[config.mk]
export PLATFORM = sky130hd
export DESIGN_NAME = axis_cic_decimator
export DESIGN_NICKNAME = d
export VERILOG_FILES = /design/src/rtl/axis_cic_decimator.sv
export SDC_FILE = /design/constraint.sdc
export NUM_CORES = 1
export LEC_CHECK = 0
export CORE_ASPECT_RATIO = 1.4
export CORE_UTILIZATION = 50
export CTS_CLUSTER_DIAMETER = 100
export DETAILED_ROUTE_END_ITERATION = 12
export PLACE_DENSITY_LB_ADDON = 0.15
export SLEW_MARGIN = 20
export SYNTH_ARGS = -nofsm -noshare
export SYNTH_HDL_FRONTEND = slang
export SYNTH_SLANG_ARGS = --single-unit
[constraint.sdc]
create_clock -name aclk -period 6 [get_ports aclk]
set_input_delay 1.2 -clock aclk [delete_from_list [all_inputs] [get_ports aclk]]
set_output_delay 1.2 -clock aclk [all_outputs]
set_load 0.01 [all_outputs]
[src/rtl/axis_cic_decimator.sv]
// CIC decimator: N integrators at the input rate, decimate by R, N combs (M=1) at the output rate.
// The output is the full-width, unscaled result; DC gain is R^N.
module axis_cic_decimator #(
  parameter int IN_WIDTH  = 16,
  parameter int R         = 100,
  parameter int N         = 1,
  parameter int CIC_WIDTH = IN_WIDTH + N*$clog2(R) + 1
) (
  input  logic                        aclk,
  input  logic                        arst_n,
  input  logic signed [IN_WIDTH-1:0]  s_axis_data_tdata,
  input  logic                        s_axis_data_tvalid,
  output logic                        s_axis_data_tready,
  output logic signed [CIC_WIDTH-1:0] m_axis_data_tdata,
  output logic                        m_axis_data_tvalid
);

  localparam int CNT_W = (R > 1) ? $clog2(R) : 1;
  localparam logic [CNT_W-1:0] CNT_LAST = CNT_W'(R - 1);

  logic                 tready_r;
  logic                 accept_s;
  logic [CIC_WIDTH-1:0] in_ext_s;
  logic [CIC_WIDTH-1:0] int_r  [N];
  logic [CIC_WIDTH-1:0] comb_r [N];
  logic [CIC_WIDTH-1:0] dly_r  [N];
  logic [CNT_W-1:0]     cnt_r;
  logic                 dec_stb_r;
  logic                 m_tvalid_r;

  // Handshake qualification and sign extension of the incoming sample.
  always_comb begin
    accept_s = s_axis_data_tvalid & tready_r;
    in_ext_s = {{(CIC_WIDTH-IN_WIDTH){s_axis_data_tdata[IN_WIDTH-1]}}, s_axis_data_tdata};
  end

  // Ready is held low only while in reset; there is no input-side backpressure.
  always_ff @(posedge aclk or negedge arst_n) begin
    if (!arst_n) begin
      tready_r <= 1'b0;
    end else begin
      tready_r <= 1'b1;
    end
  end

  // Integrator chain at the input rate; plain modulo arithmetic, wrap-around is intended.
  always_ff @(posedge aclk or negedge arst_n) begin
    if (!arst_n) begin
      for (int i = 0; i < N; i++) begin
        int_r[i] <= {CIC_WIDTH{1'b0}};
      end
    end else if (accept_s) begin
      int_r[0] <= int_r[0] + in_ext_s;
      for (int i = 1; i < N; i++) begin
        int_r[i] <= int_r[i] + int_r[i-1];
      end
    end else begin
      for (int i = 0; i < N; i++) begin
        int_r[i] <= int_r[i];
      end
    end
  end

  // Decimation counter: counts accepted samples, strobes once per R of them.
  always_ff @(posedge aclk or negedge arst_n) begin
    if (!arst_n) begin
      cnt_r     <= {CNT_W{1'b0}};
      dec_stb_r <= 1'b0;
    end else if (accept_s) begin
      if (cnt_r == CNT_LAST) begin
        cnt_r     <= {CNT_W{1'b0}};
        dec_stb_r <= 1'b1;
      end else begin
        cnt_r     <= cnt_r + {{(CNT_W-1){1'b0}}, 1'b1};
        dec_stb_r <= 1'b0;
      end
    end else begin
      cnt_r     <= cnt_r;
      dec_stb_r <= 1'b0;
    end
  end

  // Comb chain at the output rate. The last integrator is read before this edge's
  // accumulate, so an accept coinciding with the strobe lands in the next frame.
  always_ff @(posedge aclk or negedge arst_n) begin
    if (!arst_n) begin
      for (int i = 0; i < N; i++) begin
        comb_r[i] <= {CIC_WIDTH{1'b0}};
        dly_r[i]  <= {CIC_WIDTH{1'b0}};
      end
    end else if (dec_stb_r) begin
      comb_r[0] <= int_r[N-1] - dly_r[0];
      dly_r[0]  <= int_r[N-1];
      for (int i = 1; i < N; i++) begin
        comb_r[i] <= comb_r[i-1] - dly_r[i];
        dly_r[i]  <= comb_r[i-1];
      end
    end else begin
      for (int i = 0; i < N; i++) begin
        comb_r[i] <= comb_r[i];
        dly_r[i]  <= dly_r[i];
      end
    end
  end

  // Output valid is the strobe delayed to line up with the final comb register.
  always_ff @(posedge aclk or negedge arst_n) begin
    if (!arst_n) begin
      m_tvalid_r <= 1'b0;
    end else begin
      m_tvalid_r <= dec_stb_r;
    end
  end

  assign s_axis_data_tready = tready_r;
  assign m_axis_data_tdata  = comb_r[N-1];
  assign m_axis_data_tvalid = m_tvalid_r;

endmodule

---- Yosys cells after proc, flatten, opt, wreduce, memory -nomap -nowiden ----
Cells that the tools add are included.
word-level totals
  register bits ........................... 82
  input port bits ......................... 19
  output and inout port bits .............. 26
cells by class
  add/subtract/negate cells ............... 3
  equal/unequal tests ..................... 1
  mux-type cells .......................... 3
  bitwise operators ....................... 1
operators by type and width
  cell                                                           count
  24-bit adder                                                   1
  24-bit subtractor                                              1
  7-bit by 1-bit adder with 7-bit output, second input constant  1
  7-bit == test, second input constant                           1
  7-bit 2-to-1 mux                                               1
  1-bit 2-to-1 mux                                               2
  1-bit bitwise AND                                              1

---- Logic depth before layout (Yosys ltp) ----
  depth after elaboration ................. 3
  depth in mapped cells ................... 10

---- Worst setup path before layout ----
No wires, ideal clock.
  path kind ............................... input port to flip-flop
  start point ............................. input port s_axis_data_tdata[0]
  end point ............................... register int_r[18] (netlist name)
  setup time .............................. 0.095 ns
  arrival ................................. 3.064 ns
  data required time ...................... 5.905 ns
  path slack .............................. 2.841 ns
  stages .................................. 9
  path buffers ............................ 0
  cells stage by stage .................... ha_1 fa_1 a21oi_2 o21ai_1 o21ai_2 o31ai_2 o311a_1 o21a_1 o31ai_1
between the ends
  word-level cells in the longest chain between the ends .. 1
RTL lines
  element                         RTL line  source
  start: declaration              11        input logic signed [IN_WIDTH-1:0] s_axis_data_tdata,
  24-bit adder                    53        int_r[0] <= int_r[0] + in_ext_s;
  end signal: indexed assignment  50        int_r[i] <= {CIC_WIDTH{1'b0}};
  end signal: indexed assignment  55        int_r[i] <= int_r[i] + int_r[i-1];
  end signal: indexed assignment  59        int_r[i] <= int_r[i];
  end: declaration                24        logic [CIC_WIDTH-1:0] int_r [N];
No other way between the ends.
A chain may end at the register's enable or synchronous reset.

---- Final worst setup path ----
Same ends and word-level chain as after synthesis.

==> out/metrics.yaml <==
synth_top_cell_by_area: "dfrtp_1"
numCtsBuffers: 9
finalMaxSlewViolations: 0
cp_cell_sequence: "clkdlybuf4s50_1, ha_1, fa_1, a21oi_2, o21ai_1, o21ai_2, o31ai_2, o311a_1, o21a_1, o31ai_1"
synth_edf_count: 0
power_leakage_nw: 2.78
critical_path_class: "input port to register"
grt_pass1_vias: 4482
wl_per_cell_um: 14.7
numPortBuffers: 44
comb_power_share_pct: 53.7
swShare_pct: 43.2
ioPinCount: 45
route.vias.total: 4481
grt_pass1_wl_um: 20700
num_rows: 44
holdPathStages: 1
r2r_start: "int_r[0]"
min_to: "m_axis_data_tdata[6]"
setup_viol: 0
drv_cap: 0
final_core_utilization_pct: 60.3
wl_um: 11600
initial_core_util_pct: 52.0
clockBufferDepth: 2
cpPeakStageDelay_ns: 0.42
drive_above_1_share_pct: 7.80
h-tree-depth: 3
place.gp.congestion: 0.872
max_slew_margin_pct: 50.6
ys.flop_type: "dfrtp_1"
grt_max_degree: 83
antenna_left: 0
place_hpwl_um: 8590
drc_errors: 0
ys_seq_area_share_pct: 37.5
tritoncts: "done"
synth.distinct_cells: 62
ys_seq_elements: 82
worstPathArrival_ns: 3.71
hold_viol: 0
r2r_end: "m_axis_data_tdata[22]"
path_buf_inv: 1
final_period_minus_worst_setup_slack_ns: 3.47
finClkSkew_ns: 0.00803
setup-tns-final_ns: 0
p_per_area_nw_per_um2: 463
rr_worst_depth: 10
antennaDiodeCount: 0
worstSetupStartpoint: "s_axis_data_tdata[0]"
netlist_instances: 611
mappedNetlistArea_sq_um: 5470
cts_resized: 0
p_seq_share_pct: 26.4
hold_class: "register to register"
drt_iter0_drc: 233
fin_crit_sh_pct: 57.8
fin_nets: 717
p_sw_mw: 1.27
syn_avg_cell_area_sq_um: 8.95
die_h_um: 126
power.total_mw: 2.94
synth_nets: 679
crit_path_start_kind: "input port"
max_freq_mhz: 288
p_int_mw: 1.67
viasPerCell: 5.66
track_usage_pct: 22.5
whs_ns: 0.476
cp_max_fo: 4
clkPwrFrac_pct: 19.8
cp_slowest_cell: "fa_1"
yosysWarningCount: 0
area_delta_synth_final_pct: 15.9
status: "completed"
critPathTopFamily: "compound AO/OA/AOI/OAI gates"
ff2ff_setup_slack_ns: 3.34
die_area_sq_um: 11400
rsz0062_at_grt: "no"
postCtsHoldBufs: 0
worstPathRequired_ns: 6.25
peakVddDrop_v: 0.000203
hp-start: "m_axis_data_tdata[6]"
path_clk_slew_ns: 0.06
drt-pass1-iter-count: 5
endpoint_kind: "register"
synth_top_area_share_pct: 37.5
post-cts-setup-buffer-count: 0
grt_remaining_overflow: 0
cts_sinks: 82
die_x_um: 90.4
cts_root_buf: "clkbuf_16"
synthArstFlopShare_pct: 100
yosys-top-cells-area: "dfrtp_1 (38%), ha_1 (11%), o21ai_0 (6.1%)"
core_sq_um: 10500
tightest_slew_ns: 0.741
antenna_found_initial: 0
worstSkewPairLatency_ns: 0.34
Yosys cell counts, types with 6 or more instances:
| cell | instances |
|---|---|
| nor2_1 | 29 |
| nand4_1 | 8 |
| xor2_1 | 18 |
| nor3_1 | 9 |
| o21a_1 | 12 |
| clkbuf_1 | 17 |
| ha_1 | 47 |
| dfrtp_1 | 82 |
| a21o_1 | 12 |
| a211oi_1 | 6 |
| nand2_1 | 86 |
| o21ai_0 | 67 |
| a21oi_1 | 43 |
| mux2_2 | 19 |
| nand3_1 | 13 |
| inv_1 | 33 |
| xnor2_1 | 22 |
| o31ai_1 | 6 |
sequential cells by signal, summed over array words and instances, names as in the netlist:
register / count
dec_stb_r: 1
m_axis_data_tdata: 24
m_axis_data_tvalid: 1
s_axis_data_tready: 1
int_r: 24
dly_r: 24
cnt_r: 7
layout by cell type (no fill, tap or decap), types with 13 or more instances in the layout:
master           netlist  routed
a21oi_1               43      43
clkdlybuf4s50_1        0      43
dfrtp_1               82      81
ha_1                  47      47
inv_1                 33      33
mux2_2                19      19
nand2_1               86      86
nand3_1               13      13
nor2_1                29      29
o21ai_0               67      67
xnor2_1               22      22
xor2_1                18      18
layer usage:
| layer | vias up | GRT usage (%) | wire [um] |
|---|---|---|---|
| met5 | - | 0 | 0 |
| met4 | 0 | 8.92 | 301 |
| met3 | 21 | 3.32 | 310 |
| met2 | 88 | 38.4 | 5530 |
| met1 | 2111 | 28.6 | 5480 |
| li1 | 2261 | - | - |
cells by family (layout without fill, tap and decap cells):
logic type      after synthesis  in the layout  synth area share (%)
compound gates              186            186                  21.1
xor+xnor                     40             40                  6.41
fa+ha+maj                    49             49                  11.5
buf+inv                      52             95                  3.61
flops                        82             82                  37.5
mux                          21             21                  4.28
other cells                   1              1                0.0686
simple gates                180            180                  15.5
power by group through the flow:
stage / clock [mW] / sequential [mW] / combinational, mW
6_report: 0.583 / 0.776 / 1.58
5_1_grt: 0.621 / 0.794 / 1.78
4_1_cts: 0.595 / 0.775 / 1.57
3_5_place_dp: 0 / 0.783 / 1.55
3_3_place_gp: 0 / 0.777 / 1.51
2_1_floorplan: 0 / 0.739 / 1.25
worst register-to-register path: stages (launching register included):
cell and delay (ns):
dfrtp_1 0.37, inv_1 0.07, ha_1 0.23, fa_1 0.40, nand2b_1 0.22, a211oi_2 0.19
nor2_1 0.11, o211a_4 0.27, nor2_2 0.13, and4b_1 0.19, or3_1 0.36
metrics by stage:
| stage | setup WS [ns] | instances | area (sq um) |
|---|---|---|---|
| after floorplan | 2.84 | 611 | 5470 |
| after global placement | 2.24 | 776 | 6020 |
| after detailed placement | 2.20 | 776 | 6020 |
| after CTS | 2.53 | 792 | 6330 |
| after global routing | 2.40 | 792 | 6340 |
| final | 2.53 | 792 | 6340 |
worst max-delay path by stage:
stage                 to  cells past startpoint
2_1_floorplan  int_r[18]                      9
3_3_place_gp   int_r[18]                     10
3_5_place_dp   int_r[18]                     10
4_1_cts        int_r[18]                     10
5_1_grt        int_r[18]                     10
6_report       int_r[18]                     10
layout make-up:
cell class / instances / area (sq um)
clock buffers: 10 / 229
clock inverters: 6 / 82.6
fillers: 923 / 4180
inverters: 33 / 124
multi-input cells: 477 / 3220
flip-flops and latches: 82 / 2050
well taps: 138 / 173
repair buffers: 46 / 457
Power figures use the tool's default switching activity.
